--- src/rtl/mux2t1_5_pkg.sv ---
// ---------------------------------------------------------------------------
// mux2t1_5_pkg
// Purpose : Shared constants for the muxctrl select-stage blocks.
//           DATA_W      - default word width of the select stage
//           MUX_RST_VAL - value a registered mux output takes while reset is held
//           mux_sel()   - reference select function, usable by any muxctrl block
// ---------------------------------------------------------------------------
package mux2t1_5_pkg;

   localparam int DATA_W      = 5;
   localparam int MUX_RST_VAL = 0;

   // Two-way word select, kept here so the muxctrl blocks share one definition
   // of which input corresponds to which select value.
   function automatic logic [DATA_W-1:0] mux_sel(
      input logic              sel,
      input logic [DATA_W-1:0] a0,
      input logic [DATA_W-1:0] a1
   );
      return sel ? a1 : a0;
   endfunction

endpackage

--- src/rtl/mux2t1_5_dff_ar.sv ---
// ---------------------------------------------------------------------------
// mux2t1_5_dff_ar
// Purpose : Parameterised-width D flip-flop with asynchronous active-high
//           reset to a programmable value.
// Ports   : clk  - rising-edge clock
//           rst  - asynchronous active-high reset, loads RST_VAL immediately
//           i_d  - data input (W bits)
//           o_q  - registered output (W bits)
// ---------------------------------------------------------------------------
module mux2t1_5_dff_ar #(
   parameter int           W       = 1,
   parameter logic [W-1:0] RST_VAL = '0
) (
   input  logic         clk,
   input  logic         rst,
   input  logic [W-1:0] i_d,
   output logic [W-1:0] o_q
);

   logic [W-1:0] r_q;

   always_ff @(posedge clk or posedge rst) begin
      if (rst) begin
         r_q <= RST_VAL;
      end else begin
         r_q <= i_d;
      end
   end

   assign o_q = r_q;

endmodule

--- src/rtl/mux2t1_5.sv ---
// ---------------------------------------------------------------------------
// mux2t1_5
// Purpose : 2-to-1 word multiplexer (o = s ? I1 : I0) with a registered copy
//           of the output and of the select, plus a one-cycle pulse whenever
//           the sampled select changes.
// Ports   : clk  in  1      system clock, rising edge
//           rst  in  1      asynchronous active-high reset (registered state only)
//           I0   in  WIDTH  data selected when s=0
//           I1   in  WIDTH  data selected when s=1
//           s    in  1      select
//           o    out WIDTH  combinational mux output, zero latency
//           o_q  out WIDTH  o registered on clk
//           s_q  out 1      s registered on clk
//           sw   out 1      high for one cycle when s differed from s_q at the last edge
// ---------------------------------------------------------------------------
module mux2t1_5
   import mux2t1_5_pkg::*;
#(
   parameter int               WIDTH   = DATA_W,
   parameter logic [WIDTH-1:0] RST_VAL = WIDTH'(MUX_RST_VAL)
) (
   input  logic             clk,
   input  logic             rst,
   input  logic [WIDTH-1:0] I0,
   input  logic [WIDTH-1:0] I1,
   input  logic             s,
   output logic [WIDTH-1:0] o,
   output logic [WIDTH-1:0] o_q,
   output logic             s_q,
   output logic             sw
);

   logic w_sw_d;

   // The mux path is independent of clk and rst so it stays valid with an
   // idle clock or a floating reset.
   assign o = s ? I1 : I0;

   // Compare against the already-registered select so the pulse marks the
   // edge at which the new select value is first captured.
   assign w_sw_d = (s != s_q);

   mux2t1_5_dff_ar #(
      .W       (WIDTH),
      .RST_VAL (RST_VAL)
   ) u_dff_o (
      .clk (clk),
      .rst (rst),
      .i_d (o),
      .o_q (o_q)
   );

   mux2t1_5_dff_ar #(
      .W       (1),
      .RST_VAL (1'b0)
   ) u_dff_s (
      .clk (clk),
      .rst (rst),
      .i_d (s),
      .o_q (s_q)
   );

   mux2t1_5_dff_ar #(
      .W       (1),
      .RST_VAL (1'b0)
   ) u_dff_sw (
      .clk (clk),
      .rst (rst),
      .i_d (w_sw_d),
      .o_q (sw)
   );

endmodule

--- config.mk ---
export PLATFORM = sky130hd
export DESIGN_NAME = mux2t1_5
export DESIGN_NICKNAME = d
export VERILOG_FILES = /design/src/rtl/mux2t1_5_pkg.sv /design/src/rtl/mux2t1_5_dff_ar.sv /design/src/rtl/mux2t1_5.sv
export SDC_FILE = /design/constraint.sdc
export NUM_CORES = 1
export LEC_CHECK = 0
export BUFFER_PORTS_ARGS = -buffer_cell sky130_fd_sc_hd__buf_2
export CORE_AREA = 2 2 39 41
export DETAILED_ROUTE_END_ITERATION = 7
export DIE_AREA = 0 0 41 43
export GPL_TIMING_DRIVEN = 0
export PLACE_DENSITY = 0.51
export SETUP_SLACK_MARGIN = 0.05
export SYNTH_ARGS = -nofsm -noshare
export SYNTH_HDL_FRONTEND = slang
export SYNTH_SLANG_ARGS = --single-unit
--- constraint.sdc ---
create_clock -name clk -period 1.1 [get_ports clk]
set_clock_uncertainty 0.15 [all_clocks]
set_input_delay 0.33 -clock clk [delete_from_list [all_inputs] [get_ports clk]]
set_output_delay 0.33 -clock clk [all_outputs]
set_load 0.05 [all_outputs]
### Yosys cells after proc, flatten, opt, wreduce, memory -nomap -nowiden

Index checks and enable logic that the tools add are counted.

* $add $sub $neg: 0
* equal/unequal tests: 1
* multiply operators: 0
* div/mod/pow operators: 0
* magnitude comparators: 0
* bitwise gates (word level): 0
* reduce and logical (&&, ||, !) cells: 0
* multiplexer cells: 1
* shift operators: 0

Operators with widths (number)
* two-way mux 5 bit: 1
* != test 1 bit: 1

* bits in latches: 0
* word-level logic and storage cells: 5
* input port bits: 13
* RAM bits: 0
* output and inout bits: 12
* bits in registers: 7
* memories kept: 0
* bits in read-only memories: 0

### Logic depth before layout (Yosys ltp)

Gate-level depths: netlist of the first run.

* depth in word-level cells: 1
* depth in mapped cells: 2
* gate-level depth less buffers: 1

### Hierarchy

From an unflattened synthesis of the first run, not the netlist that was laid out.

* cells, all modules: 17
* area total of the unflattened synthesis: 281.5 µm²

Modules (own cells, without submodules)
* mux2t1_5_dff_ar (u_dff_o): times used 1, area an instance 128.9 µm², sequential area each 125.1 µm², cells each 6
* mux2t1_5: times used 1, area an instance 95.1 µm², sequential area each 0.0 µm², cells each 7
* mux2t1_5_dff_ar (u_dff_s ...): times used 2, area an instance 28.8 µm², sequential area each 25.0 µm², cells each 2

### Least setup slack after synthesis of the first run

No wires, ideal clock.

* path kind: input to output
* start: input port s
* end: output port o[0]
* cell stages on the path: 2
* path slack: -0.207 ns
* buffers on the path: 1
* data required time: 0.620 ns
* arrival: 0.827 ns
* cells stage by stage: buf_6 mux2_4

* cells in the longest elaborated chain, start to end: 1

RTL lines
* from (decl): line mux2t1_5.sv:26 `input logic s,`
* two-way mux 5 bit: line mux2t1_5.sv:37 `assign o = s ? I1 : I0;`
* to (decl): line mux2t1_5.sv:27 `output logic [WIDTH-1:0] o,`

No other way between the ends.

### Worst setup path after layout of the first run

* start: input port s
* end: output port o[1]

Same word-level chain as after synthesis.

==> results of run 1 <==
-- kinds of logic (layout without fill, tap and decap cells) --
logic type | Yosys count | after routing | share of synthesized area (%)
mux | 5 | 5 | 27.4
flops | 7 | 7 | 63.9
xor+xnor | 1 | 1 | 3.20
buf+inv | 2 | 34 | 5.48
-- area by class of cell --
class,instances,area (sq um),share of cell area (%)
Clock buffer,4,26.3,4.55
Timing Repair Buffer,28,245,42.4
Inverter,1,3.75,0.649
Tap cell,16,20.0,3.46
Sequential cell,7,184,31.8
Multi-Input combinational cell,6,83.8,14.5
Buffer,1,15.0,2.60
-- registers in the layout, indices dropped and copies added, names as in the netlist --
register	count
u_dff_o.o_q	5
u_dff_sw.o_q	1
u_dff_s.o_q	1
-- cell usage in the layout (no fill, tap or decap), drive strengths merged --
cell type / n
buf: 28
dlygate4sd3: 1
mux2: 5
dfrtp: 7
inv: 1
clkbuf: 4
xor2: 1
-- path summary, 6_finish.rpt --
path | startpoint | cells past startpoint | to | slack (ps)
hold / removal | s | 1 | u_dff_s.o_q | 50
setup / recovery | s | 4 | o[1] | -400
min in group asynchronous | rst | 3 | u_dff_o.o_q[1] | 400
setup reg to reg | u_dff_s.o_q | 2 | u_dff_sw.o_q | 160
max in group asynchronous | rst | 3 | u_dff_o.o_q[0] | 190
hold reg to reg | u_dff_s.o_q | 2 | u_dff_sw.o_q | 410
-- where the power goes --
group | internal (W) | switching [W] | total (W)
Sequential | 0.000281 | 0.00000923 | 0.000290
Clock | 0.000138 | 0.0000812 | 0.000219
Combinational | 0.000126 | 0.000166 | 0.000292
Total | 0.000545 | 0.000257 | 0.000801
-- worst max-delay path, delay by kind of cell --
family	cells	cell delay (ps)
muxes	1	320
buffers and inverters	3	370
-- layer usage --
| layer | vias up | track usage [%] | routed length, um |
|---|---|---|---|
| li1 | 111 | - | - |
| met1 | 108 | 7.19 | 176 |
| met2 | 16 | 11.3 | 310 |
| met3 | 2 | 1.57 | 51 |
| met4 | 0 | 10.0 | 11 |
| met5 | - | 0 | 0 |
-- stage by stage --
step	TNS [ps]	util (%)	total power [W]
2_1_floorplan	-1170	-	0.000461
3_3_place_gp	-2670	30.8	0.000516
3_5_place_dp	-2660	30.8	0.000517
4_1_cts	-3200	41.0	0.000810
5_1_grt	-3320	41.8	0.000838
6_report	-3100	41.8	0.000801
-- timing repair --
action / CTS / global route
setup endpoints to repair: 12 / 12
pin swaps: 0 / 0
hold endpoints to repair: 7 / 0
resized for setup: 27 / 1
hold buffers: 1 / 0
setup buffers: 2 / 1
==> summary.txt, run 1 <==
Status
  • Status: finished, violations left
  • Failing checks: setup timing

Synthesis
  • Top cells by area in the synthesized netlist: dfrtp_1 (64%), mux2_4 (27%), buf_6 (4.1%)
  • Cell Area, Synth: 274 sq um
  • Syn. warnings: 0
  • Post-synth ARST share: 100%
  • Top FF cell, synth: dfrtp_1
  • Commonest cells in the netlist: dfrtp_1 (7), mux2_4 (5), buf_6 (1), inv_1 (1), xor2_1 (1)
  • Syn Area/Cell: 18.3 sq um
  • Gate Count Post-Synth: 15
  • FF+latch count, synth: 7
  • Post-synth EDFFs: 0
  • Seq/Total Area, Yosys: 63.9%
  • Cell with the most instances after synthesis: dfrtp_1
  • Netlist cell types: 5
  • Synth top area share: 63.9%
  • Largest area contributor in the netlist: dfrtp_1
  • Post-synthesis net count: 28

CTS
  • Clock latency on the worst-skew pair: 240 ps
  • H-tree levels: 1
  • Clock tree buffer depth: 2
  • CTS sink cnt: 7
  • Clock root cell: clkbuf_4
  • Worst-path clk slew: 50 ps
  • CTS tree: yes
  • CTS buffer count: 3

Final layout
  • Design area: 578 sq um
  • Fin cells: 63
  • Layout cells sized above 1: 91.5%
  • Fillcell total: 133
  • Final #Nets: 61
  • Ant. Diodes: 0
  • Synth-to-layout area growth: 111%

Global route
  • GRT overflow: 0
  • Initial antenna violation count: 0
  • Number of global-route vias before repair: 210
  • Pin count of the biggest net entering global routing: 8
  • Total track usage: 7.67%
  • First-pass GRT wire length: 841 um

Timing
  • RSZ-0062 raised after global routing: yes
  • Worst-Margin Slew: 244 ps
  • Period utilisation layout: 137%
  • Hold WS: 48.0 ps
  • Max Fclk: 0.666 GHz
  • Setup violators final: 12
  • Fin worst setup slack: -402 ps
  • Tmin final: 1500 ps
  • Final hold violation count: 0
  • Max Slew Vio Count: 0
  • Worst slew margin: 83.7%

Critical path
  • CP max-delay cell: mux2_4
  • Worst Path Max Fanout: 6
  • CP cell instances: buf_6, buf_8, mux2_4, buf_8
  • Startpoint types: input port
  • Cell mode on critical path: buf_8
  • Crit-path max cell delay: 320 ps
  • Crit Path Category: in -> out
  • CP arrival: 1020 ps
  • Worst EP required: 620 ps
  • Crit end category: primary output

Die
  • Die area: 0.00176 sq mm
  • Die X: 41 um
  • Number of cell rows: 14
  • Core area: 0.00138 sq mm
  • Die Span Y: 43 um
  • Boundary pin count: 25
  • Initial Util: 19.8%

Route
  • DR WL/cell: 8.71 um
  • Via density: 3.76
  • 1st-iter DRT viols: 1
  • Final wirelength: 549 um
  • DR vias: 237
  • DR pass1 iterations: 2
  • DRC violations left: 0
  • Antenna Nets Post-Route: 0

Place
  • Pre-CTS setup slack: -477 ps
  • Gpl congestion: 0.632
  • Placed Instances: 55
  • Area after DPL: 427 sq um
  • Port bufs: 24

Power and ir drop
  • PD cells: 1390 mW/mm^2
  • Lkg Pwr: 0.292 nW
  • Peak supply drop: 0.000391 V

Flow run
  • Max-cap viol count: 0

Min path
  • Worst Hold Class: in -> reg
No activity file was read; power rests on OpenSTA's default activity.
==> inputs of run 2 (changes only) <==
--- a/config.mk
+++ b/config.mk
@@ -5,12 +5,12 @@
 export SDC_FILE = /design/constraint.sdc
 export NUM_CORES = 1
 export LEC_CHECK = 0
-export BUFFER_PORTS_ARGS = -buffer_cell sky130_fd_sc_hd__buf_2
-export CORE_AREA = 2 2 39 41
+export CORE_AREA = 4 4 41 43
 export DETAILED_ROUTE_END_ITERATION = 7
-export DIE_AREA = 0 0 41 43
+export DIE_AREA = 0 0 45 47
+export DONT_BUFFER_PORTS = 1
 export GPL_TIMING_DRIVEN = 0
-export PLACE_DENSITY = 0.51
+export PLACE_DENSITY = 0.35
 export SETUP_SLACK_MARGIN = 0.05
 export SYNTH_ARGS = -nofsm -noshare
 export SYNTH_HDL_FRONTEND = slang
==> run 2 against run 1 <==
  * The run still ends with setup timing left
  * Register-to-register slack got worse by 40 ps
  * Worst hold slack better by 180 ps
  * Final area is 37% lower
  * Largest cell class is now sequential cells
  * Largest power group is now registers
==> summary.txt, run 2 (synthesis results as in run 1) <==
Critical path
  • WP depth: 2 (-2)
  • CP max-delay cell: mux2_4
  • FF-to-FF path depth: 1 (-1)
  • Worst EP required: 620 ps (about the same)
  • CP delay by family, top: multiplexers
  • Crit Path Category: in -> out
  • CP cell instances: buf_12, mux2_4
  • Crit. Startpoint: s
  • Worst Path Buf+Inv: 1 (-2)
  • CP arrival: 830 ps (-190 ps)
  • Crit end category: primary output
  • Worst r2r src: u_dff_s.o_q
  • Worst Path Max Fanout: 6 (unchanged)
  • Startpoint types: input port
  • Crit-path max cell delay: 380 ps (+60 ps)

Min path
  • Worst Hold Class: in -> reg
  • Hold path cells: 1 (unchanged)
  • Hold path start: I1[0]

Route
  • DRC violations left: 0 (unchanged)
  • 1st-iter DRT viols: 0 (-1)
  • DR WL/cell: 14.7 um (+68%)
  • Via density: 4.05 (+7.8%)
  • Final wirelength: 543 um (-1.1%)
  • DR vias: 150 (-37%)
  • DR pass1 iterations: 1 (-1)
  • Antenna Nets Post-Route: 0 (unchanged)

Final layout
  • Multi-input gate area in the final layout: 83.8 sq um (unchanged)
  • Synth-to-layout area growth: 32.9%
  • Most common cell after layout, fill and taps aside: dfrtp_2
  • Fillcell total: 143 (+7.5%)
  • Ant. Diodes: 0 (unchanged)
  • Max reg flops: 5 (unchanged)
  • Final #Nets: 36 (-41%)
  • Commonest cells after routing, fill and taps aside: dfrtp_2 (7), mux2_4 (5), clkbuf_4 (3)
  • FF+latch area: 184 sq um (unchanged)
  • Layout cells sized above 1: 77.3% (-14 points)

Timing
  • Worst-Margin Slew: 279 ps (+34.4 ps)
  • Worst slew margin: 81.4% (-2.3 points)
  • Period utilisation layout: 119% (-17 points)
  • Final hold violation count: 0 (unchanged)
  • Tmin final: 1310 ps (-191 ps)
  • RSZ-0062 raised after global routing: yes
  • Max Slew Vio Count: 0 (unchanged)
  • Fin worst setup slack: -211 ps (+191 ps)
  • Max Fclk: 0.763 GHz (+15%)
  • Setup violators final: 12 (unchanged)
  • Hold WS: 230 ps (+182 ps)

CTS
  • Worst-path clk slew: 50 ps (about the same)
  • Clock tree buffer depth: 2 (unchanged)
  • H-tree levels: 1 (unchanged)
  • CTS sink cnt: 7 (unchanged)
  • CTS tree: yes
  • CTS buffer count: 3 (unchanged)
  • Clock root cell: clkbuf_4
  • Clock latency on the worst-skew pair: 240 ps (about the same)

Flow run
  • Max-cap viol count: 0 (unchanged)

Power and ir drop
  • Peak supply drop: 0.000799 V (+100%)
  • NetSw: 0.000234 W (-8.8%)
  • Logic pwr share: 16.3% (-20 points)
  • Flop pwr share: 52.3% (+16 points)
  • Lkg Pwr: 0.163 nW (-44%)
  • Sw Ratio: 33.8% (+1.7 points)
  • PD cells: 1900 mW/mm^2 (+37%)
  • Clock share of power: 31.4% (+4.1 points)
  • Final Power: 0.000693 W (-14%)
  • Int Pwr: 0.000459 W (-16%)

Global route
  • Initial antenna violation count: 0 (unchanged)
  • First-pass GRT wire length: 834 um (-0.83%)
  • Total track usage: 6.36% (-1.3 points)
  • Number of global-route vias before repair: 198 (-5.7%)
  • GRT overflow: 0 (unchanged)
  • Pin count of the biggest net entering global routing: 8 (unchanged)

Status
  • Failing checks: setup timing
  • Status: finished, violations left

Place
  • Gpl congestion: 0.577 (-8.6%)
  • Port bufs: 0 (-100%)

Die
  • Core area: 0.00130 sq mm (-6.0%)
  • Boundary pin count: 25 (unchanged)
  • Die X: 45 um (+9.8%)
  • Die area: 0.00212 sq mm (+20%)
  • Number of cell rows: 13 (-1)
  • Initial Util: 21.1% (+1.3 points)
  • Die Span Y: 47 um (+9.3%)
run 2: layout make-up:
class,instances,share of cell area [%]
plain buffers,1,5.50
clock buffers,4,7.22
inverters,1,1.03
multi-input cells,6,23.0
flip-flops and latches,7,50.5
well taps,15,5.15
repair buffers,3,7.56
run 2: what timing repair did:
item	CTS	global route
gates resized for setup	1	0
setup buffers	0	1
endpoints found under the setup margin	12	12
endpoints found under the hold margin	8	0
hold buffers	2	0
run 2: metrics by stage:
stage                     setup slack, ps  instances  TNS (ps)  cell area (sq um)  util [%]
after floorplan                      -203         15     -1170                287         -
after global placement               -216         30     -1290                305      23.5
after detailed placement             -218         30     -1310                305      23.5
after CTS                            -214         36     -2070                357      27.4
after global routing                 -217         37     -2210                364      28.0
final                                -211         37     -1960                364      28.0
run 2: final timing paths:
check                            endpoint  slack [ps]
max                                  o[3]        -210
min                        u_dff_o.o_q[0]         230
max reg2reg                  u_dff_sw.o_q         120
min reg2reg                  u_dff_sw.o_q         520
max in group asynchronous  u_dff_o.o_q[1]         270
min in group asynchronous    u_dff_sw.o_q         310
run 2: metal layers:
layer	global-route usage (%)	up-vias	wire, um
li1	-	61	-
met1	4.41	69	166
met2	10.2	20	250
met3	8.43	0	126
met4	1.75	0	0
met5	0	-	0
run 2: power groups by stage:
stage	clock network, W	logic [W]	registers [W]
2_1_floorplan	0	0.0000973	0.000364
4_1_cts	0.000232	0.000112	0.000364
3_5_place_dp	0	0.000104	0.000368
6_report	0.000218	0.000113	0.000362
5_1_grt	0.000252	0.000119	0.000364
3_3_place_gp	0	0.000103	0.000367
==> inputs of run 3 (changes only) <==
--- a/config.mk
+++ b/config.mk
@@ -5,12 +5,14 @@
 export SDC_FILE = /design/constraint.sdc
 export NUM_CORES = 1
 export LEC_CHECK = 0
+export CELL_PAD_IN_SITES_DETAIL_PLACEMENT = 0
+export CELL_PAD_IN_SITES_GLOBAL_PLACEMENT = 2
 export CORE_AREA = 4 4 41 43
 export DETAILED_ROUTE_END_ITERATION = 7
 export DIE_AREA = 0 0 45 47
 export DONT_BUFFER_PORTS = 1
 export GPL_TIMING_DRIVEN = 0
-export PLACE_DENSITY = 0.35
+export PLACE_DENSITY = 0.51
 export SETUP_SLACK_MARGIN = 0.05
 export SYNTH_ARGS = -nofsm -noshare
 export SYNTH_HDL_FRONTEND = slang
==> run 3 against run 2 <==
  * Register-to-register slack hardly changed
  * Highest routed layer unchanged
  * Maximum frequency rose by 0.16%
  * Critical endpoint is now o[1]
  * Utilization unchanged
  * Final cell count stayed put
  * The run still ends with setup timing left
==> summary.txt, run 3 (synthesis results as in run 1) <==
Status
  • Status: finished, violations left
  • Failing checks: setup timing

Die
  • Boundary pin count: 25 (unchanged)
  • Die X: 45 um (unchanged)
  • Die area: 0.00212 sq mm (unchanged)
  • Core area: 0.00130 sq mm (unchanged)
  • Number of cell rows: 13 (unchanged)
  • Die Span Y: 47 um (unchanged)
  • Initial Util: 21.1% (unchanged)

Min path
  • Worst Hold Class: in -> reg

Route
  • DR vias: 146 (-2.7%)
  • Via density: 3.95 (-2.7%)
  • Antenna Nets Post-Route: 0 (unchanged)
  • DR pass1 iterations: 2 (+1)
  • Final wirelength: 569 um (+4.8%)
  • DR WL/cell: 15.4 um (+4.8%)
  • 1st-iter DRT viols: 1 (+1)
  • DRC violations left: 0 (unchanged)

Power and ir drop
  • Logic pwr share: 16.0% (-0.3 points)
  • Int Pwr: 0.000459 W (about the same)
  • PD cells: 1930 mW/mm^2 (+1.4%)
  • NetSw: 0.000243 W (+4.1%)
  • Final Power: 0.000703 W (+1.4%)
  • Clock share of power: 32.5% (+1.1 points)
  • Flop pwr share: 51.5% (-0.8 points)
  • Lkg Pwr: 0.163 nW (unchanged)
  • Peak supply drop: 0.000597 V (-25%)
  • Sw Ratio: 34.7% (+0.89 points)

Timing
  • Setup violators final: 12 (unchanged)
  • Final hold violation count: 0 (unchanged)
  • Fin worst setup slack: -209 ps (+2.03 ps)
  • Worst-Margin Slew: 272 ps (-6.84 ps)
  • Period utilisation layout: 119% (-0.18 points)
  • Max Slew Vio Count: 0 (unchanged)
  • Tmin final: 1310 ps (-2.03 ps)
  • Max Fclk: 0.764 GHz (+0.16%)
  • RSZ-0062 raised after global routing: yes
  • Worst slew margin: 81.9% (+0.46 points)

Critical path
  • Worst Path Max Fanout: 6 (unchanged)
  • Crit end category: primary output
  • CP cell instances: buf_12, mux2_4
  • Crit-path max cell delay: 380 ps (about the same)
  • Startpoint types: input port
  • Crit Path Category: in -> out
  • CP max-delay cell: mux2_4
  • Worst EP required: 620 ps (about the same)
  • R2r setup slk: 130 ps (about the same)
  • CP delay by family, top: multiplexers
  • CP arrival: 830 ps (about the same)
  • Worst Path Buf+Inv: 1 (unchanged)

CTS
  • Clock tree buffer depth: 2 (unchanged)
  • CTS buffer count: 3 (unchanged)
  • CTS sink cnt: 7 (unchanged)
  • Worst-path clk slew: 50 ps (about the same)
  • Clock latency on the worst-skew pair: 240 ps (about the same)
  • CTS tree: yes
  • Clock root cell: clkbuf_4
  • H-tree levels: 1 (unchanged)

Global route
  • Total track usage: 6.05% (-0.32 points)
  • Initial antenna violation count: 0 (unchanged)
  • Number of global-route vias before repair: 204 (+3.0%)
  • GRT overflow: 0 (unchanged)
  • Pin count of the biggest net entering global routing: 8 (unchanged)
  • First-pass GRT wire length: 834 um (unchanged)

Final layout
  • Max reg flops: 5 (unchanged)
  • Multi-input gate area in the final layout: 83.8 sq um (unchanged)
  • Ant. Diodes: 0 (unchanged)
  • Fillcell total: 145 (+1.4%)
  • Fin cells: 37 (unchanged)
  • Final #Nets: 36 (unchanged)
  • Most common cell after layout, fill and taps aside: dfrtp_2
  • Synth-to-layout area growth: 32.9% (unchanged)
  • Layout cells sized above 1: 77.3% (unchanged)
  • FF+latch area: 184 sq um (unchanged)
  • Commonest cells after routing, fill and taps aside: dfrtp_2 (7), mux2_4 (5), clkbuf_4 (3)
  • Layout Utilization: 28.0% (unchanged)

Place
  • Placed Instances: 30 (unchanged)
  • Pre-CTS setup slack: -219 ps (-0.630 ps)
  • Gpl congestion: 0.536 (-7.1%)
  • Port bufs: 0 (unchanged)

Flow run
  • Max-cap viol count: 0 (unchanged)
run 3: cell counts in the layout (fill, tap and decap cells not counted):
No cell type changed its count.
run 3: metal layers:
| metal | up-vias | wire, um | GRT usage (%) |
|---|---|---|---|
| li1 | 61 | - | - |
| met1 | 69 | 208 | 6.26 |
| met2 | 16 | 289 | 9.32 |
| met3 | 0 | 71 | 3.83 |
| met4 | 0 | 0 | 3.51 |
| met5 | - | 0 | 0 |
run 3: path summary, 6_finish.rpt:
check                      cells after the start             end         from
max reg2reg                                    1    u_dff_sw.o_q  u_dff_s.o_q
min reg2reg                                    1    u_dff_sw.o_q  u_dff_s.o_q
max                                            2            o[1]            s
min                                            3    u_dff_sw.o_q            s
min in group asynchronous                      2  u_dff_o.o_q[0]          rst
max in group asynchronous                      2  u_dff_o.o_q[2]          rst
run 3: area by class of cell:
type	count	share of cell area [%]
timing repair buffer	3	7.56
sequential	7	50.5
tap	15	5.15
inverter	1	1.03
clock buffer	4	7.22
multi-input combinational	6	23.0
buffer	1	5.50
run 3: power groups by stage:
stage                     combinational (W)  clock, W  sequential [W]
after global routing               0.000118  0.000264        0.000364
after floorplan                   0.0000973         0        0.000364
after detailed placement           0.000104         0        0.000368
after global placement             0.000103         0        0.000367
final                              0.000112  0.000228        0.000362
after CTS                          0.000114  0.000245        0.000363
run 3: what timing repair did:
item / 4_1_cts / 5_1_grt
buffers inserted: 1 / 0
hold endpoints to repair: 8 / 0
resized for setup: 1 / 0
endpoints found under the setup margin: 12 / 12
hold buffers: 2 / 0
run 3: per-stage QoR:
step,hold slack (ps),setup TNS (ps),instance area (sq um)
after floorplan,-16.5,-1170,287
after detailed placement,23.6,-1310,305
final,220,-1990,364
after CTS,210,-2130,364
after global placement,13.8,-1300,305
after global routing,204,-2230,364
